--- src/rtl/lii_pkg.sv ---
// Shared LII definitions: tag width, arbiter state encoding, beat tag struct, clog2 helper.
package lii_pkg;

  localparam int LII_TAG_W = 8;

  typedef enum logic {
    IDLE = 1'b0,
    LOCK = 1'b1
  } arb_state_t;

  typedef struct packed {
    logic [LII_TAG_W-1:0] src;
    logic [LII_TAG_W-1:0] dst;
  } lii_tag_t;

  // Elaboration-time ceil(log2(value)), minimum 1 so single-bit indices stay legal.
  function automatic int lii_clog2(input int value);
    int r;
    r = 0;
    while ((1 << r) < value) r = r + 1;
    if (r < 1) r = 1;
    return r;
  endfunction

endpackage

--- src/rtl/lii_rr_pick.sv ---
// Combinational round-robin picker: first set request at or after ptr, wrapping N-1 -> 0.
// Zero latency; no flow control of its own.
module lii_rr_pick
  import lii_pkg::*;
#(
  parameter int N = 4
) (
  input  logic [N-1:0]              req,
  input  logic [lii_clog2(N)-1:0]   ptr,
  output logic                      any,
  output logic [lii_clog2(N)-1:0]   idx
);

  localparam int GW = lii_clog2(N);

  logic [2*N-1:0] req_dbl;
  logic [N-1:0]   rot;
  logic [GW-1:0]  off;
  logic [GW:0]    sum;

  // Rotating a doubled copy puts the request at ptr in bit 0.
  assign req_dbl = {req, req};
  assign rot     = req_dbl[ptr +: N];

  always_comb begin
    any = 1'b0;
    off = '0;
    sum = '0;
    idx = '0;
    for (int k = N - 1; k >= 0; k--) begin
      if (rot[k]) begin
        any = 1'b1;
        off = GW'(k);
      end
    end
    sum = {1'b0, ptr} + {1'b0, off};
    idx = (sum >= (GW + 1)'(N)) ? GW'(sum - (GW + 1)'(N)) : sum[GW-1:0];
  end

endmodule

--- src/rtl/lii_out_arbiter.sv ---
// Round-robin burst scheduler of N kernel streams onto one LII phy channel; LII_ARB_STATS_EN adds per-requester beat counters.
// Latency: 1 cycle from accepted input beat to lii_out_p0_tvalid; 1-cycle bubble per grant.
// Backpressure: granted req_tready = !slice_vld | lii_out_p0_tready; a stalled beat is held stable.
module lii_out_arbiter
  import lii_pkg::*;
#(
  parameter int N     = 4,
  parameter int PW    = 256,
  parameter int BURST = 16
) (
  input  logic                      aclk,
  input  logic                      arst,
  input  logic [N*PW-1:0]           req_tdata,
  input  logic [N-1:0]              req_tvalid,
  output logic [N-1:0]              req_tready,
  input  logic [LII_TAG_W-1:0]      cfg_src,
  input  logic [N*LII_TAG_W-1:0]    cfg_dst,
  output logic [PW-1:0]             lii_out_p0_tdata,
  output logic                      lii_out_p0_tvalid,
  input  logic                      lii_out_p0_tready,
  output logic [LII_TAG_W-1:0]      lii_out_p0_src,
  output logic [LII_TAG_W-1:0]      lii_out_p0_dst,
  output logic [lii_clog2(N)-1:0]   grant_id,
`ifdef LII_ARB_STATS_EN
  output logic [N*32-1:0]           stat_beats,
`endif
  output logic                      busy
);

  localparam int GW = lii_clog2(N);
  localparam int CW = lii_clog2(BURST + 1);

  arb_state_t     state_q, state_d;
  logic [GW-1:0]  grant_q, grant_d;
  logic [GW-1:0]  ptr_q, ptr_d;
  logic [CW-1:0]  cnt_q, cnt_d;

  logic           pick_any;
  logic [GW-1:0]  pick_idx;
  logic [GW-1:0]  next_ptr;

  logic           slice_vld;
  logic [PW-1:0]  slice_dat;
  lii_tag_t       slice_tag;

  logic           g_vld;
  logic           in_rdy;
  logic           in_xfer;
  logic [PW-1:0]  g_dat;
  logic [LII_TAG_W-1:0] g_dst;

  lii_rr_pick #(.N(N)) u_pick (
    .req (req_tvalid),
    .ptr (ptr_q),
    .any (pick_any),
    .idx (pick_idx)
  );

  assign g_vld    = req_tvalid[grant_q];
  assign g_dat    = req_tdata[grant_q*PW +: PW];
  assign g_dst    = cfg_dst[grant_q*LII_TAG_W +: LII_TAG_W];
  assign in_rdy   = !slice_vld || lii_out_p0_tready;
  assign in_xfer  = (state_q == LOCK) && g_vld && in_rdy;
  assign next_ptr = (grant_q == GW'(N - 1)) ? '0 : grant_q + GW'(1);

  always_comb begin
    state_d    = state_q;
    grant_d    = grant_q;
    ptr_d      = ptr_q;
    cnt_d      = cnt_q;
    req_tready = '0;
    case (state_q)
      IDLE: begin
        if (pick_any) begin
          grant_d = pick_idx;
          cnt_d   = '0;
          state_d = LOCK;
        end
      end
      LOCK: begin
        req_tready[grant_q] = in_rdy;
        if (in_xfer) cnt_d = cnt_q + CW'(1);
        // Burst exhausted or requester went quiet: hand over; no same-cycle regrant.
        if ((in_xfer && (cnt_q == CW'(BURST - 1))) || !g_vld) begin
          state_d = IDLE;
          ptr_d   = next_ptr;
        end
      end
      default: state_d = IDLE;
    endcase
  end

  always_ff @(posedge aclk) begin
    if (arst) begin
      state_q <= IDLE;
      grant_q <= '0;
      ptr_q   <= '0;
      cnt_q   <= '0;
    end else begin
      state_q <= state_d;
      grant_q <= grant_d;
      ptr_q   <= ptr_d;
      cnt_q   <= cnt_d;
    end
  end

  // Output slice: load wins over drain so a beat can enter while the previous one leaves.
  always_ff @(posedge aclk) begin
    if (arst) begin
      slice_vld <= 1'b0;
      slice_dat <= '0;
      slice_tag <= '0;
    end else if (in_xfer) begin
      slice_vld <= 1'b1;
      slice_dat <= g_dat;
      slice_tag <= '{src: cfg_src, dst: g_dst};
    end else if (lii_out_p0_tready) begin
      slice_vld <= 1'b0;
    end
  end

  assign lii_out_p0_tvalid = slice_vld;
  assign lii_out_p0_tdata  = slice_dat;
  assign lii_out_p0_src    = slice_tag.src;
  assign lii_out_p0_dst    = slice_tag.dst;
  assign grant_id          = grant_q;
  assign busy              = (state_q == LOCK) || slice_vld;

`ifdef LII_ARB_STATS_EN
  logic [N-1:0][31:0] stat_q;

  always_ff @(posedge aclk) begin
    if (arst) begin
      stat_q <= '0;
    end else if (in_xfer) begin
      stat_q[grant_q] <= stat_q[grant_q] + 32'd1;
    end
  end

  assign stat_beats = stat_q;
`endif

endmodule
--- config.mk ---
export PLATFORM = sky130hd
export DESIGN_NAME = lii_out_arbiter
export DESIGN_NICKNAME = d
export VERILOG_FILES = /design/src/rtl/lii_pkg.sv /design/src/rtl/lii_rr_pick.sv /design/src/rtl/lii_out_arbiter.sv
export SDC_FILE = /design/constraint.sdc
export NUM_CORES = 1
export LEC_CHECK = 0
export CAP_MARGIN = 20
export CORE_AREA = 3 3 524 526
export CTS_BUF_LIST = sky130_fd_sc_hd__clkbuf_4 sky130_fd_sc_hd__clkbuf_8 sky130_fd_sc_hd__clkbuf_16
export CTS_CLUSTER_DIAMETER = 80
export DETAILED_ROUTE_END_ITERATION = 6
export DIE_AREA = 0 0 527 529
export PLACE_DENSITY_LB_ADDON = 0.15
export RECOVER_POWER = 25
export SLEW_MARGIN = 20
export SYNTH_ARGS = -nofsm -noshare
export SYNTH_HDL_FRONTEND = slang
export SYNTH_SLANG_ARGS = --single-unit
export TNS_END_PERCENT = 5
--- constraint.sdc ---
create_clock -name aclk -period 2.5 [get_ports aclk]
set_clock_uncertainty 0.05 [all_clocks]
set_input_delay 0.5 -clock aclk [delete_from_list [all_inputs] [get_ports aclk]]
set_output_delay 0.5 -clock aclk [all_outputs]
set_load 0.01 [all_outputs]
## Word level (Yosys, flattened, before mapping)

Cells that the tools add are included.

- Bits in registers: 283
- Input port bits: 1071
- Output and inout port bits: 280
- Logic and storage cells: 60

- Add/subtract/negate cells: 4
- Magnitude comparators: 3
- Equal/unequal tests: 4
- Shift-type cells: 3
- Mux-type cells: 23
- Bitwise gates (word level): 2
- Reduce and logical (&&, ||, !) cells: 13

Operators with widths:

| operator | number |
|---|---|
| 1024-bit by 11-bit indexed part select with 256-bit output | 1 |
| 32-bit by 6-bit indexed part select with 8-bit output | 1 |
| 2-bit 2-to-1 mux | 6 |
| 1-bit 2-to-1 mux | 10 |
| 5-bit 2-to-1 mux | 2 |
| 5-bit case mux with 2 select lines | 1 |
| 8-bit by 3-bit indexed part select with 4-bit output | 1 |
| 2-bit AND reduction | 3 |
| 5-bit by 1-bit adder with 5-bit output, second input constant | 1 |
| 5-bit by 4-bit == test with 1-bit output, second input constant | 1 |
| 4-bit AND | 1 |
| 1-bit logical AND | 4 |
| 4-bit 2-to-1 mux | 1 |
| 2-bit by 2-bit adder with 3-bit output | 1 |
| 3-bit greater-or-equal comparator, second input constant | 1 |
| 1-bit logical OR | 3 |
| 2-bit by 3-bit < comparator with 1-bit output, second input constant | 1 |
| 2-bit by 1-bit adder with 2-bit output, second input constant | 1 |
| 1-bit binary-select mux with 2-bit select | 1 |
| 1-bit demux with 2-bit select | 1 |
| 2-bit == test, second input constant | 1 |
| 2-bit by 1-bit greater-or-equal comparator with 1-bit output, second input constant | 1 |
| 1-bit zero test | 2 |
| 2-bit by 1-bit inequality test with 1-bit output, second input constant | 1 |
| other kinds (5) | 5 |

## Longest topological paths before layout

Gate-level depths: netlist of the first run.

- Depth in word-level cells: 8
- Mapped depth: 8
- Gate-level depth less buffers: 7

## Modules after synthesis

A second synthesis of the first run with hierarchy kept.

- Cells, all modules: 1998
- Area, all modules: 20023.0 µm²

By module, submodules not included:

| module | times used | cells an instance | area an instance (µm²) | seq. area each (µm²) |
|---|---|---|---|---|
| lii_out_arbiter | 1 | 1975 | 19842.8 | 5665.4 |
| lii_rr_pick | 1 | 23 | 180.2 | 0.0 |

## Worst setup path after synthesis of the first run

Ideal clock, no wire load.

- Path kind: flip-flop to output port
- Start point: register grant_q[1] (netlist: grant_id[1])
- End point: output port req_tready[1]
- Data arrival time: 1.606 ns
- Required time: 1.950 ns
- Path slack: 0.344 ns
- Stages on the path, launching flop included: 7
- Buffers on the path: 3
- Path through: dfxtp_1 > clkbuf_1 > buf_2 > buf_1 > inv_1 > ha_1 > and3_1

- Word-level cells in the longest chain between the ends: 6
- Elaborated cells on any way between the ends: 7
- Those cells by class: order compare (2); mux (3); bitwise (1); reduce/logical (1)

RTL lines:

| item | line | RTL |
|---|---|---|
| from (decl) | lii_out_arbiter.sv:34 | `logic [GW-1:0] grant_q, grant_d;` |
| from (signal assigned) | lii_out_arbiter.sv:101 | `grant_q <= grant_d;` |
| 2-bit by 3-bit < comparator with 1-bit output (not written as such) / 2-bit by 1-bit greater-or-equal comparator with 1-bit output (equally long branches) | lii_out_arbiter.sv:81 | `req_tready[grant_q] = in_rdy;` |
| 1-bit logical AND (not written as such) | lii_out_arbiter.sv:81 |  |
| 1-bit 2-to-1 mux (not written as such) | lii_out_arbiter.sv:81 |  |
| 1-bit demux with 2-bit select (*) | lii_out_arbiter.sv:81 |  |
| 4-bit AND (no line) (*) | - |  |
| 4-bit 2-to-1 mux (*) | lii_out_arbiter.sv:72 | `case (state_q)` |
| to (decl) | lii_out_arbiter.sv:15 | `output logic [N-1:0] req_tready,` |

Every way passes the cells marked *; elsewhere a longest branch is shown, timed or not.

## Worst setup path in the final report of the first run

- Start point: register grant_q[1] (netlist: grant_id[1])
- End point: output port req_tready[3]

Same word-level chain as after synthesis.

==> results of run 1 <==
[cell usage in the layout (no fill, tap or decap), types with 3 or more instances in the layout]
cell,count
sky130_fd_sc_hd__inv_1,4
sky130_fd_sc_hd__a21oi_1,278
sky130_fd_sc_hd__clkbuf_4,7
sky130_fd_sc_hd__buf_16,3
sky130_fd_sc_hd__clkbuf_16,47
sky130_fd_sc_hd__and3_1,3
sky130_fd_sc_hd__ha_1,5
sky130_fd_sc_hd__nand3_1,4
sky130_fd_sc_hd__dfxtp_1,280
sky130_fd_sc_hd__buf_4,94
sky130_fd_sc_hd__nand2_1,549
sky130_fd_sc_hd__clkbuf_1,13
sky130_fd_sc_hd__clkinv_2,7
sky130_fd_sc_hd__clkbuf_8,12
sky130_fd_sc_hd__dlygate4sd3_1,106
sky130_fd_sc_hd__buf_12,35
sky130_fd_sc_hd__nand2b_1,3
sky130_fd_sc_hd__diode_2,22
sky130_fd_sc_hd__bufinv_16,4
sky130_fd_sc_hd__nor3_1,3
sky130_fd_sc_hd__and3_4,4
sky130_fd_sc_hd__nor2_1,4
sky130_fd_sc_hd__clkdlybuf4s50_1,1234
sky130_fd_sc_hd__clkinvlp_4,4
sky130_fd_sc_hd__dlygate4sd2_1,4
sky130_fd_sc_hd__mux4_2,265
[logic make-up after synthesis]
logic type / count (synthesis) / share of synthesized area [%]
AO/OA/AOI/OAI: 290 / 9.06
adder cells (fa/ha/maj): 7 / 0.534
XOR/XNOR: 2 / 0.107
AND/OR/NAND/NOR: 579 / 13.6
flip-flops: 283 / 34.6
buffers and inverters: 161 / 5.52
multiplexers: 267 / 36.6
[worst register-to-register path: stages, from the launching register on]
cell and delay [ps]:
sky130_fd_sc_hd__dfxtp_4 370, sky130_fd_sc_hd__buf_4 130, sky130_fd_sc_hd__mux4_2 560, sky130_fd_sc_hd__clkbuf_1 190
sky130_fd_sc_hd__nand3_4 140, sky130_fd_sc_hd__buf_12 180, sky130_fd_sc_hd__buf_12 340, sky130_fd_sc_hd__nand2_1 130
sky130_fd_sc_hd__a21oi_1 150
[worst min-delay path by stage]
| stage | start | end | slack, ps |
|---|---|---|---|
| CTS | arst | lii_out_p0_tdata[213] | 110 |
| floorplan | cnt_q[4] | cnt_q[4] | 400 |
| detailed placement | lii_out_p0_tdata[78] | lii_out_p0_tdata[78] | 400 |
| global route | arst | lii_out_p0_tdata[187] | 170 |
| finish | arst | lii_out_p0_tdata[213] | 200 |
| global placement | lii_out_p0_tdata[122] | lii_out_p0_tdata[122] | 390 |
[flip-flops by register name (all words and copies together), names as in the netlist]
register           cells
lii_out_p0_tdata     256
lii_out_p0_dst         8
lii_out_p0_src         8
cnt_q                  5
grant_id               2
ptr_q                  2
lii_out_p0_tvalid      1
state_q                1
[layer usage]
layer	up-vias	track usage (%)
li1	8612	-
met1	9507	14.2
met2	1207	20.3
met3	345	7.68
met4	170	2.65
met5	-	0
[through the flow]
step	utilization, %	instances	TNS [ps]	total power [W]
floorplan	-	1589	0	0.00842
global placement	12.9	6487	-12800	0.0130
detailed placement	12.9	6487	-20270	0.0130
CTS	13.6	6579	-50.6	0.0204
global route	13.6	6588	0	0.0208
finish	13.6	6602	0	0.0197
[layout make-up]
class / instances / area [µm²]
timing repair buffer: 1493 / 15100
antenna: 22 / 55.1
clock inverter: 17 / 203
fill: 30600 / 234000
sequential: 283 / 5670
clock buffer: 66 / 1390
tap: 3570 / 4470
multi-input combinational: 1145 / 9850
inverter: 6 / 22.5
[power by group through the flow]
stage	combinational [W]	clock (W)	sequential, W
CTS	0.00787	0.00737	0.00518
finish	0.00755	0.00697	0.00517
detailed placement	0.00768	0	0.00527
global placement	0.00770	0	0.00527
global route	0.00809	0.00748	0.00522
floorplan	0.00302	0	0.00540
[timing repair]
item	in CTS	in global routing
endpoints found under the setup margin	8	1
buffers inserted	7	1
hold buffers	0	0
resized for setup	17	2
gates cloned	2	0
==> metrics.cfg, run 1 <==
[placed_design]
dp_hpwl_um = 161000
dpl-instance-area_um2 = 35000
globalplace.congestion = 0.836
portBuffers = 1350
place_ws_ps = -188

[sta]
timing.final.crit_share_pct = 95.5
timing_hold_violations_final = 0
drv_slew = 0
hold-worst-slack_ps = 201
finalCriticalPeriod_ps = 2390
fmaxAchievable_mhz = 419
setup_viol_count_final = 0
slew-limit-headroom_pct = 63.2
rsz0062_at_grt = false
worst_max_slew_pin_slew_ps = 554
final_critical_path_setup_slack_ps = 112

[detailed_routing]
antenna_left = 0
avgViaCountPerCell = 3.01
detail_route.wirelength.met1_um = 70000
first_pass_iters = 5
route.detailed.drc = 0
wl_met2_um = 83200
routed-via-count = 19800
met3_wirelength_um = 25600
top_layer_used = met5
totalWireLength_um = 184000
wire_per_inst_um = 27.8
drt-initial-drc-count = 985

[logic_synthesis]
synth_cell_type_count = 35
ys_top_cells_by_area = sky130_fd_sc_hd__mux4_2 36%, sky130_fd_sc_hd__dfxtp_1 35%, sky130_fd_sc_hd__nand2_1 13%
synth_edf_count = 0
syn_area_per_cell_um2 = 10.3
yosysSeqAreaShare_pct = 34.6
synth.cell_area_um2 = 16400
number_of_synthesized_register_bits = 283
yosysMostFrequentCell = sky130_fd_sc_hd__nand2_1
number_of_nets_produced_by_synthesis = 2667
synth_commonest_cells = 549 x sky130_fd_sc_hd__nand2_1, 283 x sky130_fd_sc_hd__dfxtp_1, 278 x sky130_fd_sc_hd__a21oi_1, 265 x sky130_fd_sc_hd__mux4_2, 66 x sky130_fd_sc_hd__clkbuf_1
yosysTopAreaCellShare_pct = 36.4
synthesis.instances = 1589
count_of_synthesis_stage_warnings_from_yosys = 0
synth-async-reset-ratio_pct = 0
synth_largest_area_cell = sky130_fd_sc_hd__mux4_2
most_common_flop_cell_mapped_by_yosys = sky130_fd_sc_hd__dfxtp_1

[pwr]
share_clk_of_total_power_pct = 35.4
worst_ir_drop_vdd_uv = 513
p_sw_share_pct = 31.8
pwr_density_cell_nw_per_um2 = 536
p_switching_w = 0.00627
p_leak_nw = 11.9
power.share.sequential_pct = 26.2
p_comb_share_pct = 38.3
cell_internal_pwr_w = 0.0134

[run]
max-cap-violations = 0

[floorplanning]
start_util_pct = 6.06
floorplan.io_pins = 1351
die_height_um = 529
coreArea_um2 = 271000
die_area_um2 = 279000
die_x_um = 527
rows = 191

[setup_path]
timing.reg2reg.setup_slack_ps = 180
critical-path-top-delay-family = flip-flops
critical-path-slowest-cell = sky130_fd_sc_hd__dfxtp_4
critPathMaxStageDelay_ps = 370
criticalPathCategory = flop to primary output
endpoint_kind = primary output
critical_path.endpoint = req_tready[3]
path_cells = buf_12 > ha_1 > and3_1 > buf_12
crit_path_start_kind = flop
endpoint_of_the_lowest_slack_register_to_register_path = lii_out_p0_tdata[106]
regToRegStartpoint = grant_id[0]
critPathBufInv = 2
crit_top_cell = sky130_fd_sc_hd__buf_12
required_time_of_the_worst_setup_path_ps = 1950
worstPathArrival_ps = 1840
critPathLaunch = grant_id[1]
cp_num_cells = 4
worstRegToRegCells = 8
worst-path-max-fanout = 17

[global_route]
global_route_wire_length_before_repair_um = 229000
antenna_found_initial = 198
maximum_number_of_pins_on_one_net_before_global_route_repair = 67
groute.usage.overall_pct = 12.6
first_global_vias = 20800
grt-ovfl-total = 0

[clock_tree]
clock-root-buffer = sky130_fd_sc_hd__clkbuf_16
cts_inserted_buffers = 45
worstSkewPairLatency_ps = 630
clock_tree_from_tritoncts = built
cts.sink_count = 283
clockBufferDepth = 3
clkSlewWorstSetupHoldPaths_ps = 60
htreeDepth = 2

[hold_path]
worstHoldPathType = primary input to flop
worstHoldPathCells = 2

[final_layout]
postLayoutCellArea_um2 = 36700
area_growth_pct = 124
layout_cells_sized_above_1_pct = 16.6
layout.nets = 4052

[status]
status = finished clean

(Power assumes the default switching activity.)
==> inputs of run 2 (changes only) <==
--- a/config.mk
+++ b/config.mk
@@ -6,11 +6,11 @@
 export NUM_CORES = 1
 export LEC_CHECK = 0
 export CAP_MARGIN = 20
-export CORE_AREA = 3 3 524 526
+export CORE_AREA = 3 3 530 532
 export CTS_BUF_LIST = sky130_fd_sc_hd__clkbuf_4 sky130_fd_sc_hd__clkbuf_8 sky130_fd_sc_hd__clkbuf_16
-export CTS_CLUSTER_DIAMETER = 80
+export CTS_CLUSTER_DIAMETER = 30
 export DETAILED_ROUTE_END_ITERATION = 6
-export DIE_AREA = 0 0 527 529
+export DIE_AREA = 0 0 533 535
 export PLACE_DENSITY_LB_ADDON = 0.15
 export RECOVER_POWER = 25
 export SLEW_MARGIN = 20
==> metrics.cfg, run 2 (synthesis results as in run 1) <==
[global_route]
first_global_vias = 21700  ; +4.2%
maximum_number_of_pins_on_one_net_before_global_route_repair = 47  ; -30%
groute.usage.overall_pct = 12.4  ; -0.15 points
grt-ovfl-total = 0  ; unchanged
global_route_wire_length_before_repair_um = 232000  ; +1.3%
antenna_found_initial = 194  ; -2.0%

[sta]
finalCriticalPeriod_ps = 2350  ; -38.0 ps
timing.final.crit_share_pct = 94.0  ; -1.5 points
rsz0062_at_grt = false
slew-limit-headroom_pct = 64.6  ; +1.4 points
setup_viol_count_final = 0  ; unchanged
worst_max_slew_pin_slew_ps = 526  ; -28.0 ps
fmaxAchievable_mhz = 425  ; +1.6%
drv_slew = 0  ; unchanged
timing_hold_violations_final = 0  ; unchanged

[clock_tree]
worstSkewPairLatency_ps = 730  ; +100 ps
cts.sink_count = 283  ; unchanged
clkSlewWorstSetupHoldPaths_ps = 40  ; -20 ps
clockBufferDepth = 3  ; unchanged
clock_tree_from_tritoncts = built
htreeDepth = 3  ; +1
cts_inserted_buffers = 115  ; +160%
clock-root-buffer = sky130_fd_sc_hd__clkbuf_16

[setup_path]
crit_path_start_kind = flop
required_time_of_the_worst_setup_path_ps = 1950  ; about the same
endpoint_kind = primary output
worstPathArrival_ps = 1800  ; -40 ps
criticalPathCategory = flop to primary output
worst-path-max-fanout = 4  ; -13

[detailed_routing]
antenna_left = 0  ; unchanged
routed-via-count = 20600  ; +3.7%
route.detailed.drc = 0  ; unchanged
first_pass_iters = 5  ; unchanged
wire_per_inst_um = 26.7  ; -4.1%
totalWireLength_um = 184000  ; about the same
drt-initial-drc-count = 1158  ; +18%
avgViaCountPerCell = 2.99  ; -0.62%

[pwr]
p_leak_nw = 12.9  ; +8.4%
worst_ir_drop_vdd_uv = 515  ; +0.35%
power_w = 0.0271  ; +38%
pwr_density_cell_nw_per_um2 = 688  ; +28%

[final_layout]
largest_register_ffs = 256  ; unchanged
mostFrequentLayoutCells = 1337 x sky130_fd_sc_hd__clkdlybuf4s50_1, 549 x sky130_fd_sc_hd__nand2_1, 278 x sky130_fd_sc_hd__a21oi_1, 277 x sky130_fd_sc_hd__dfxtp_1, 265 x sky130_fd_sc_hd__mux4_2
layout.cells.most_common = sky130_fd_sc_hd__clkdlybuf4s50_1
layout.nets = 4149  ; +2.4%
final-instance-count-excl-fill = 6889  ; +4.3%
postLayoutCellArea_um2 = 39400  ; +7.2%
filler_cell_count = 31200  ; +1.8%
layout_cells_sized_above_1_pct = 20.8  ; +4.2 points
area_growth_pct = 140
layout.core_utilization_pct = 14.2  ; +0.67 points

[floorplanning]
rows = 193  ; +1.0%
coreArea_um2 = 276000  ; +2.2%
die_x_um = 533  ; +1.1%
die_height_um = 535  ; +1.1%
die_area_um2 = 285000  ; +2.3%
floorplan.io_pins = 1351  ; unchanged
start_util_pct = 5.93  ; -0.13 points

[placed_design]
dpl-instance-area_um2 = 35300  ; +1.1%
globalplace.congestion = 0.907  ; +8.6%
dp_hpwl_um = 163000  ; +1.3%
portBuffers = 1350  ; unchanged
place_inst = 6650  ; +2.5%

[status]
status = finished clean

[run]
max-cap-violations = 0  ; unchanged

[hold_path]
worstHoldPathType = primary input to flop

[run 2: cell types whose count changed in the layout (fill, tap and decap cells not counted), sizes merged]
| cell | previous run | this run |
|---|---|---|
| buf | 133 | 158 |
| bufbuf | 2 | 0 |
| bufinv | 4 | 0 |
| clkbuf | 80 | 218 |
| clkdlybuf4s15 | 0 | 1 |
| clkdlybuf4s50 | 1234 | 1337 |
| clkinv | 7 | 9 |
| clkinvlp | 4 | 0 |
| diode | 22 | 19 |
| dlygate4sd3 | 106 | 1 |
| inv | 8 | 9 |
[run 2: layer usage]
| metal | part of all wire (%) | global-route usage, % |
|---|---|---|
| met1 | 40 | 14.5 |
| met2 | 44 | 19.7 |
| met3 | 13 | 7.41 |
| met4 | 2.1 | 2.44 |
| met5 | 0.52 | 0 |
[run 2: path summary, 6_finish.rpt]
path | from | endpoint | slack, ps | depth (start not counted)
hold / removal | cfg_src[2] | lii_out_p0_src[2] | 270 | 3
setup / recovery | grant_id[0] | req_tready[3] | 150 | 4
setup reg to reg | grant_id[0] | lii_out_p0_tdata[25] | 160 | 7
hold reg to reg | lii_out_p0_tdata[118] | lii_out_p0_tdata[118] | 400 | 2
[run 2: critical path: stages, from the launching register on]
cell and delay (ps):
sky130_fd_sc_hd__dfxtp_4 360, sky130_fd_sc_hd__buf_12 150, sky130_fd_sc_hd__ha_4 170, sky130_fd_sc_hd__and3_1 160, sky130_fd_sc_hd__clkdlybuf4s15_2 220
[run 2: area by class of cell]
type	count	area [µm²]	area share, %
sequential	283	5680	14.4
antenna	19	47.5	0.121
tap	3705	4640	11.8
clock inverter	12	183	0.464
inverter	6	22.5	0.0572
multi-input combinational	1145	9840	25.0
timing repair buffer	1520	15100	38.4
clock buffer	199	3840	9.75
[run 2: what timing repair did]
action / in CTS / in global routing
pin swaps: 0 / 0
hold endpoints to repair: 22 / 0
resized for setup: 29 / 3
endpoints found under the setup margin: 10 / 3
hold buffers: 1 / 0
setup buffers: 4 / 4
[run 2: metrics by stage]
stage,hold WS [ps],setup slack (ps),TNS [ps]
floorplan,398,344,0
global placement,391,-89.0,-3510
detailed placement,393,-103,-7390
global route,203,7.86,0
finish,266,150,0
CTS,167,-115,-115
[run 2: power by group]
part	internal [W]	switching, W
clock network	0.0102	0.00411
logic	0.00426	0.00335
registers	0.00495	0.000255
==> inputs of run 3 (changes only) <==
--- a/config.mk
+++ b/config.mk
@@ -17,4 +17,3 @@
 export SYNTH_ARGS = -nofsm -noshare
 export SYNTH_HDL_FRONTEND = slang
 export SYNTH_SLANG_ARGS = --single-unit
-export TNS_END_PERCENT = 5
==> constraint.sdc (replaced) <==
create_clock -name aclk -period 2.2 [get_ports aclk]
set_clock_uncertainty 0.05 [all_clocks]
set_input_delay 0.44 -clock aclk [delete_from_list [all_inputs] [get_ports aclk]]
set_output_delay 0.44 -clock aclk [all_outputs]
set_load 0.01 [all_outputs]
==> metrics.cfg, run 3 (synthesis results as in run 1) <==
[status]
status = complete, but fails checks
violations_in_the_final_reports = setup timing

[clock_tree]
worstSkewPairLatency_ps = 720  ; about the same
cts_inserted_buffers = 118  ; +2.6%
cts.sink_count = 283  ; unchanged
htreeDepth = 3  ; unchanged
clock-root-buffer = sky130_fd_sc_hd__clkbuf_16
clockBufferDepth = 3  ; unchanged
cts-hold-fix-buffers = 0  ; -1
clock_tree_from_tritoncts = built
clkSlewWorstSetupHoldPaths_ps = 40  ; about the same

[placed_design]
dp_hpwl_um = 162000  ; -0.33%
place_ws_ps = -386  ; -284 ps
globalplace.congestion = 0.900  ; -0.79%
dpl-instance-area_um2 = 35000  ; -0.79%
portBuffers = 1350  ; unchanged

[detailed_routing]
routed-via-count = 20600  ; +0.34%
drt-initial-drc-count = 1144  ; -1.2%
antenna_left = 0  ; unchanged
wl_met2_um = 84800  ; +3.8%
avgViaCountPerCell = 3.00  ; +0.33%
met3_wirelength_um = 25000  ; +1.8%
route.detailed.drc = 0  ; unchanged
first_pass_iters = 5  ; unchanged
detail_route.wirelength.met1_um = 74600  ; +2.4%
totalWireLength_um = 189000  ; +3.0%
top_layer_used = met5
wire_per_inst_um = 27.5  ; +3.0%

[sta]
worst_max_slew_pin_slew_ps = 647  ; +122 ps
finalCriticalPeriod_ps = 2240
slew-limit-headroom_pct = 56.9  ; -7.8 points
final_critical_path_setup_slack_ps = -43.1  ; -193 ps
timing_hold_violations_final = 0  ; unchanged
timing.final.crit_share_pct = 102
fmaxAchievable_mhz = 446
setup_viol_count_final = 7  ; +7
rsz0062_at_grt = true
drv_slew = 0  ; unchanged

[floorplanning]
die_height_um = 535  ; unchanged
rows = 193  ; unchanged
floorplan.io_pins = 1351  ; unchanged
die_x_um = 533  ; unchanged
start_util_pct = 5.93  ; unchanged
coreArea_um2 = 276000  ; unchanged
die_area_um2 = 285000  ; unchanged

[hold_path]
worstHoldPathType = primary input to flop
timing.hold.worst.start = arst

[final_layout]
postLayoutCellArea_um2 = 39900  ; +1.2%
layout.cells.most_common = sky130_fd_sc_hd__clkdlybuf4s50_1
layout.nets = 4141  ; -0.19%
mostFrequentLayoutCells = 1094 x sky130_fd_sc_hd__clkdlybuf4s50_1, 549 x sky130_fd_sc_hd__nand2_1, 276 x sky130_fd_sc_hd__dfxtp_1, 265 x sky130_fd_sc_hd__mux4_2, 254 x sky130_fd_sc_hd__a21oi_1
seqCellArea_um2 = 5680  ; about the same
filler_cell_count = 31200  ; +0.099%
area_growth_pct = 143
largest_register_ffs = 256  ; unchanged
multi_input_comb_area_um2 = 10000  ; +1.6%
layout_cells_sized_above_1_pct = 22.2  ; +1.4 points

[setup_path]
critical-path-slowest-cell = sky130_fd_sc_hd__mux4_2
criticalPathCategory = flop to flop
crit_top_cell = sky130_fd_sc_hd__buf_12
critPathMaxStageDelay_ps = 550  ; +190 ps
critPathLaunch = grant_id[0]
regToRegStartpoint = grant_id[0]
worst-path-max-fanout = 20  ; +16
crit_path_start_kind = flop
endpoint_kind = flop
path_cells = buf_4 > mux4_2 > buf_6 > nand3_4 > buf_12 > buf_12 > nand2_1 > a21oi_1
worstPathArrival_ps = 2800  ; +1000 ps
required_time_of_the_worst_setup_path_ps = 2750  ; +800 ps

[global_route]
global_route_wire_length_before_repair_um = 234000  ; +0.96%
grt-ovfl-total = 0  ; unchanged
antenna_found_initial = 189  ; -2.6%
groute.usage.overall_pct = 12.6  ; +0.15 points
first_global_vias = 21800  ; +0.59%
maximum_number_of_pins_on_one_net_before_global_route_repair = 58  ; +23%

[pwr]
worst_ir_drop_vdd_uv = 666  ; +29%
pwr_density_cell_nw_per_um2 = 806  ; +17%
p_leak_nw = 14.2  ; +10%

[run]
max-cap-violations = 0  ; unchanged

## run 3: cell count changes in the layout (fill, tap and decap cells not counted), sizes merged
cell	delta
clkbuf	-7
clkdlybuf4s50	-243
clkinv	+5
clkdlybuf4s15	-1
dlygate4sd2	+239
bufbuf	+2
dlygate4sd3	-1
buf	-1
bufinv	+8
## run 3: worst paths after layout
| path | endpoint | slack [ps] | cells past startpoint |
|---|---|---|---|
| max | lii_out_p0_tdata[85] | -40 | 8 |
| min | lii_out_p0_tdata[184] | 130 | 2 |
| max reg2reg | lii_out_p0_tdata[85] | -40 | 8 |
| min reg2reg | lii_out_p0_tdata[244] | 400 | 2 |
## run 3: power breakdown
group          switching (W)  internal [W]  leakage [nW]
Combinational        0.00396       0.00481          9.75
Clock                0.00479        0.0127          2.17
Sequential          0.000268       0.00563          2.31
Total                0.00901        0.0231          14.2
## run 3: routing by layer
layer  global-route usage, %  vias to the layer above
met1                    14.6                     9954
met4                    2.63                      144
met3                    7.39                      374
met2                    20.0                     1324
li1                        -                     8850
met5                       0                        -
## run 3: stage by stage
stage / utilization [%] / setup TNS, ps / hold slack, ps / std cells / power, W
6_report: 14.4 / -202 / 129 / 6890 / 0.0321
2_1_floorplan: - / 0 / 398 / 1589 / 0.00957
5_1_grt: 14.4 / -4920 / 95.1 / 6873 / 0.0336
3_3_place_gp: 12.7 / -81280 / 392 / 6621 / 0.0148
3_5_place_dp: 12.7 / -87330 / 396 / 6621 / 0.0147
4_1_cts: 14.2 / -644 / 63.7 / 6859 / 0.0327
## run 3: cell type report
cell class              instances  area share, %
repair buffers               1509           38.0
multi-input cells            1145           25.1
flip-flops and latches        283           14.3
well taps                    3705           11.6
clock buffers                 198           9.70
clock inverters                25           1.12
diodes                         19          0.119
inverters                       6         0.0753
## run 3: what timing repair did
item,CTS,global route
gates resized for setup,299,56
gates cloned,3,6
setup buffers,12,6
pin swaps,3,38
setup endpoints to repair,249,54
## run 3: worst max-delay path: cells and delay by family (launching register included)
family,cells,cell delay (ps)
flops,1,340
simple gates,2,230
buf+inv,4,710
mux,1,550
compound gates,1,130
==> variant 1: new RTL, config.mk and constraints of run 3 <==
Set the package constant `LII_TAG_W` to 10 (it was 8).
--- a/src/rtl/lii_pkg.sv
+++ b/src/rtl/lii_pkg.sv
@@ -3,3 +3,3 @@
 
-  localparam int LII_TAG_W = 8;
+  localparam int LII_TAG_W = 10;
 
Ports: changed (resized cfg_dst, cfg_src, lii_out_p0_dst and lii_out_p0_src); port bits go from 1351 to 1365. The function was not compared with the original's and may differ.
==> variant 1 against run 3 <==
  * The run still ends with negative setup slack left
  * Sequential cell count increased by 4
  * Setup slack lost 0.030 ns
  * Count of clock-buffer cells in the layout is 6 higher
  * Synthesized area rose by 1.2%
  * Power increased by 0.64%
  * Design area grew 1.1%
  * Routed wire length decreased by 1.7%
  * Critical path type unchanged
  * Largest cell class unchanged
==> variant 1: results (changes against run 3) <==
Global route
  • M2 GR Usage: 0.210 (was 0.200)
  • GRT met1 Usage: 0.135 (was 0.146)
  • GR Util met3: 0.0652 (was 0.0739)
  • Largest net degree at the start of global routing: 42 (was 58)
  • First-pass GRT wire length: 231000 um (was 234000 um)
  • Initial antenna violation count: 171 (was 189)
  • Vias in the first global route: 22000 (was 21800)
  • Tot GR Track Use: 0.123 (was 0.126)

Yosys
  • Compound-Gate Fraction of Synth Area: 0.0897 (was 0.0906)
  • Cell variety after synth: 33 (was 35)
  • XOR/XNOR Fraction of Synth Area: 0.00106 (was 0.00107)
  • Post-synth top cells: nand2_1 (557), dfxtp_1 (287), a21oi_1 (283) (was nand2_1 (549), dfxtp_1 (283), a21oi_1 (278))
  • Ranking of synthesized cells by area: mux4_2 (36%), dfxtp_1 (35%), nand2_1 (13%) (unchanged)
  • Post-synth net total: 2698 (was 2667)
  • Multiplexer area fraction after synthesis: 0.364 (was 0.366)
  • Top FF cell, synth: dfxtp_1 (unchanged)
  • FFs w/ async S/R, synth: 0 (unchanged)
  • Post-Synth Adder-Cell Area: 0.00528 (was 0.00535)
  • Sequential share of the synthesized area: 0.346 (about the same)

CTS
  • H-Tree Depth: 4 (was 3)
  • Num CTS Buffers: 130 (was 118)
  • Worst-skew pair later-pin latency: 0.72 ns (about the same)
  • CTS Root Cell: clkbuf_16 (unchanged)

Critical path
  • Worst EP arrival: 2.82 ns (was 2.80 ns)
  • Crit Path Max Fanout: 16 (was 20)

Run status
  • Failing checks: negative setup slack (unchanged)
  • Outcome: complete, but fails checks (unchanged)

Drt
  • Initial DRC count: 1050 (was 1144)
  • DR WL/cell: 26.8 um (was 27.5 um)
  • Vias: 20800 (was 20600)

Pwr
  • Peak VDD IR: 0.473 mV (was 0.666 mV)
  • Leakage: 0.0144 uW (was 0.0142 uW)

Placement
  • DP Area: 35500 sq um (was 35000 sq um)
  • Dpl hpwl: 159000 um (was 162000 um)
  • IO Port Bufs: 1364 (was 1350)
  • GP Congestion: 0.893 (was 0.900)

STA
  • Final Hold Viols: 0 (unchanged)
  • Setup ws final: -0.0730 ns (was -0.0431 ns)
  • Setup Viol. Count Final: 86 (was 7)
  • Slew Limit Headroom: 0.680 (was 0.569)

Cells and area
  • Nets: 4207 (was 4141)
  • Proportion of layout cells with a drive suffix above 1: 0.221 (was 0.222)
-- variant 1: repair_timing --
| item | in CTS | in global routing |
|---|---|---|
| hold endpoints to repair | 20 | 0 |
| buffers inserted | 12 | 1 |
| hold buffers | 1 | 0 |
| resized for setup | 301 | 63 |
| endpoints found under the setup margin | 249 | 221 |
| pin swaps | 3 | 1 |
| gates cloned | 1 | 11 |
-- variant 1: layout make-up --
| cell class | count | area, sq um |
|---|---|---|
| Inverter | 5 | 26.3 |
| Tap cell | 3705 | 4640 |
| Sequential cell | 287 | 5760 |
| Clock buffer | 204 | 4020 |
| Multi-Input combinational cell | 1162 | 10100 |
| Timing Repair Buffer | 1533 | 15400 |
| Antenna cell | 25 | 62.6 |
| Fill cell | 31200 | 236000 |
| Clock inverter | 26 | 313 |
-- variant 1: where the power goes --
group | internal [uW] | switching, uW | leakage [uW]
sequential | 5710 | 284 | 0.00234
combinational | 4850 | 3990 | 0.00988
clock | 12400 | 5110 | 0.00219
-- variant 1: logic make-up (layout without fill, tap and decap cells) --
family          after synthesis  after routing
simple gates                592            592
xor+xnor                      2              2
mux                         269            269
compound gates              292            292
buf+inv                     161           1768
fa+ha+maj                     7              7
other cells                   0             25
flops                       287            287
-- variant 1: critical path, cell delays in order (launching register included) --
cell and delay, ns:
dfxtp_4 0.37, buf_12 0.10, buf_6 0.09, mux4_2 0.59
and3_4 0.26, buf_16 0.17, clkbuf_16 0.27, nand2_1 0.06
a21oi_1 0.05
-- variant 1: final timing paths --
check / from / end / slack [ns] / cells past startpoint
min reg2reg: lii_out_p0_tdata[59]$_SDFFE_PP0P_ / lii_out_p0_tdata[59]$_SDFFE_PP0P_ / 0.39 / 2
min: cfg_src[3] / lii_out_p0_src[3]$_SDFFE_PP0P_ / 0.23 / 3
max: grant_id[0]$_SDFFE_PP0P_ / lii_out_p0_tdata[9]$_SDFFE_PP0P_ / -0.07 / 8
max reg2reg: grant_id[0]$_SDFFE_PP0P_ / lii_out_p0_tdata[9]$_SDFFE_PP0P_ / -0.07 / 8
-- variant 1: stage by stage --
step / TNS (ns) / std cells / utilization / worst slack (ns)
2_1_floorplan: 0 / 1610 / - / 0.0474
6_report: -3.01 / 6947 / 0.146 / -0.0730
5_1_grt: -8.99 / 6924 / 0.146 / -0.0902
3_5_place_dp: -77.87 / 6666 / 0.128 / -0.347
4_1_cts: -2.69 / 6910 / 0.144 / -0.130
3_3_place_gp: -73.02 / 6666 / 0.128 / -0.335
-- variant 1: routing by layer --
layer	wire, um	vias to the layer above
met4	4270	112
met3	22300	376
met5	734	-
li1	-	9001
met2	88900	1279
met1	70000	10000
==> variant 2: new RTL, settings of run 3 <==
Without the edit above. Add an input register stage for `cfg_src` and `cfg_dst`, cleared by the reset; this delays them by one clock. The other inputs are not delayed to match.
--- a/src/rtl/lii_out_arbiter.sv
+++ b/src/rtl/lii_out_arbiter.sv
@@ -32,2 +32,15 @@
 
+  logic [LII_TAG_W-1:0] cfg_src_q;
+  logic [N*LII_TAG_W-1:0] cfg_dst_q;
+
+  always_ff @(posedge aclk) begin
+    if (arst) begin
+      cfg_src_q <= '0;
+      cfg_dst_q <= '0;
+    end else begin
+      cfg_src_q <= cfg_src;
+      cfg_dst_q <= cfg_dst;
+    end
+  end
+
   arb_state_t     state_q, state_d;
@@ -60,3 +73,3 @@
   assign g_dat    = req_tdata[grant_q*PW +: PW];
-  assign g_dst    = cfg_dst[grant_q*LII_TAG_W +: LII_TAG_W];
+  assign g_dst    = cfg_dst_q[grant_q*LII_TAG_W +: LII_TAG_W];
   assign in_rdy   = !slice_vld || lii_out_p0_tready;
@@ -115,3 +128,3 @@
       slice_dat <= g_dat;
-      slice_tag <= '{src: cfg_src, dst: g_dst};
+      slice_tag <= '{src: cfg_src_q, dst: g_dst};
     end else if (lii_out_p0_tready) begin
Function: not settled (the Yosys comparison gave no result); the edit may change what the design does.
==> variant 2 against run 3 <==
  * Critical path type unchanged
  * Synthesized area increased by 6.7%
  * Highest routed layer unchanged
  * Design area increased by 7.6%
  * Power increased by 13%
  * Clock power increased by 16%
  * Routed wire length increased by 12%
  * Setup slack got worse by 0.052 ns
  * First-iteration DRC count decreased by 6.7%
  * Via count increased by 5.7%
  * Maximum frequency decreased by 2.2%
  * Combinational power increased by 7.4%
  * Sequential cell count increased by 40
  * The run still ends with negative setup slack left
==> variant 2: results (changes against run 3) <==
CTS
  • Num CTS Buffers: 147 (was 118)
  • H-Tree Depth: 4 (was 3)
  • Max Root-Sink Buffers: 3 (unchanged)
  • Clk pin slew, worst setup/hold paths: 0.04 ns (about the same)
  • CTS Root Cell: clkbuf_16 (unchanged)
  • Worst-skew pair later-pin latency: 0.74 ns (was 0.72 ns)

Placement
  • Dpl hpwl: 180000 um (was 162000 um)
  • IO Port Bufs: 1350 (unchanged)
  • Place WS: -0.407 ns (was -0.386 ns)
  • DP Area: 36300 sq um (was 35000 sq um)
  • GP Congestion: 0.885 (was 0.900)

STA
  • Measured slew at the worst slew-check pin: 1.06 ns (was 0.647 ns)
  • Setup ws final: -0.0946 ns (was -0.0431 ns)
  • Setup Viol. Count Final: 137 (was 7)
  • Setup TNS: -5.69 ns (was -0.202 ns)

Cells and area
  • Nets: 4308 (was 4141)
  • Fillcell total: 31000 (was 31200)
  • Proportion of layout cells with a drive suffix above 1: 0.247 (was 0.222)
  • Max reg flops: 256 (unchanged)

Yosys
  • Cell variety after synth: 36 (was 35)
  • Post-synth net total: 2752 (was 2667)
  • Sequential share of the synthesized area: 0.370 (was 0.346)
  • YS warnings: 0 (unchanged)
  • Ranking of synthesized cells by area: dfxtp_1 (37%), mux4_2 (34%), nand2_1 (12%) (was mux4_2 (36%), dfxtp_1 (35%), nand2_1 (13%))
  • Post-synth top cells: nand2_1 (549), dfxtp_1 (323), a21oi_1 (278) (was nand2_1 (549), dfxtp_1 (283), a21oi_1 (278))
  • Top FF cell, synth: dfxtp_1 (unchanged)
  • FFs w/ async S/R, synth: 0 (unchanged)

Global route
  • Tot GR Track Use: 0.138 (was 0.126)
  • Initial antenna violation count: 241 (was 189)
  • Vias in the first global route: 22500 (was 21800)
  • Largest net degree at the start of global routing: 60 (was 58)
  • First-pass GRT wire length: 253000 um (was 234000 um)

Critical path
  • Worst Setup Start Kind: register (unchanged)
  • Slowest CP cell: mux4_2 (unchanged)
  • Critical path endpoint: lii_out_p0_tdata[42]$_SDFFE_PP0P_ (was lii_out_p0_tdata[85]$_SDFFE_PP0P_)
  • Critical Path Max Stage Delay: 0.58 ns (was 0.55 ns)
  • FF-to-FF Start: grant_id[0]$_SDFFE_PP0P_ (unchanged)
  • Family with the most delay on the worst path: buffers and inverters (unchanged)
  • Crit Path Max Fanout: 7 (was 20)
  • FF-to-FF path depth: 9 (was 8)
  • Worst EP arrival: 2.85 ns (was 2.80 ns)

Pwr
  • Leakage: 0.0157 uW (was 0.0142 uW)
  • Peak VDD IR: 0.662 mV (was 0.666 mV)
  • Switching Share: 0.278 (was 0.281)

Drt
  • Initial DRC count: 1067 (was 1144)
  • Routed Wire Length: 212000 um (was 189000 um)
  • Vias: 21800 (was 20600)
  • DRT Pass-1 Iters: 5 (unchanged)

Run status
  • Outcome: complete, but fails checks (unchanged)
  • Failing checks: negative setup slack (unchanged)

Worst hold path
  • Hold Crit Depth: 2 (unchanged)
  • Hold Crit Class: in -> reg (unchanged)
[variant 2: cells by family after synthesis]
family,count (synthesis),synth area share
fa+ha+maj,7,0.00501
simple gates,619,0.142
xor+xnor,2,0.00100
compound gates,290,0.0849
buf+inv,166,0.0545
flops,323,0.370
mux,267,0.343
[variant 2: stage by stage]
step	instances	hold WS, ns
final	7078	0.205
after CTS	6988	0.00441
after floorplan	1674	0.367
after global placement	6713	0.369
after global routing	7056	0.146
after detailed placement	6713	0.376
[variant 2: what timing repair did]
item	CTS	global route
endpoints found under the hold margin	0	0
gates resized for setup	315	129
setup buffers	11	28
pin swaps	13	32
gates cloned	1	35
setup endpoints to repair	265	243
[variant 2: layer usage]
| layer | up-vias | track usage | wire (um) |
|---|---|---|---|
| li1 | 9311 | - | - |
| met1 | 10500 | 0.148 | 78800 |
| met2 | 1425 | 0.227 | 99200 |
| met3 | 465 | 0.0848 | 27900 |
| met4 | 150 | 0.0340 | 5270 |
| met5 | - | 0 | 1000 |
[variant 2: area by class of cell]
cell class                 count  area (sq um)  share of cell area
clock inverter                24           367             0.00855
clock buffer                 240          4670               0.109
timing repair buffer        1567         16300               0.380
tap                         3705          4640               0.108
multi-input combinational   1185         10300               0.241
sequential                   323          6480               0.151
inverter                       6          30.0            0.000700
antenna                       28          70.1             0.00163
[variant 2: power groups by stage]
stage               registers, uW  logic (uW)  clock network, uW
floorplan                    6900        3470                  0
global placement             6770        8940                  0
detailed placement           6780        8910                  0
CTS                          6680        8800              20900
global route                 6720       10000              21200
finish                       6660        9420              20300
[variant 2: how the worst min path moves through the flow]
stage | end | start | slack, ns
floorplan | lii_out_p0_src[0]$_SDFFE_PP0P_ | cfg_src_q[0]$_SDFF_PP0_ | 0.37
global placement | lii_out_p0_src[6]$_SDFFE_PP0P_ | cfg_src_q[6]$_SDFF_PP0_ | 0.37
detailed placement | lii_out_p0_src[1]$_SDFFE_PP0P_ | cfg_src_q[1]$_SDFF_PP0_ | 0.38
CTS | state_q$_SDFF_PP0_ | arst | 0.004
global route | cfg_dst_q[31]$_SDFF_PP0_ | cfg_dst[31] | 0.15
finish | cfg_dst_q[31]$_SDFF_PP0_ | cfg_dst[31] | 0.20
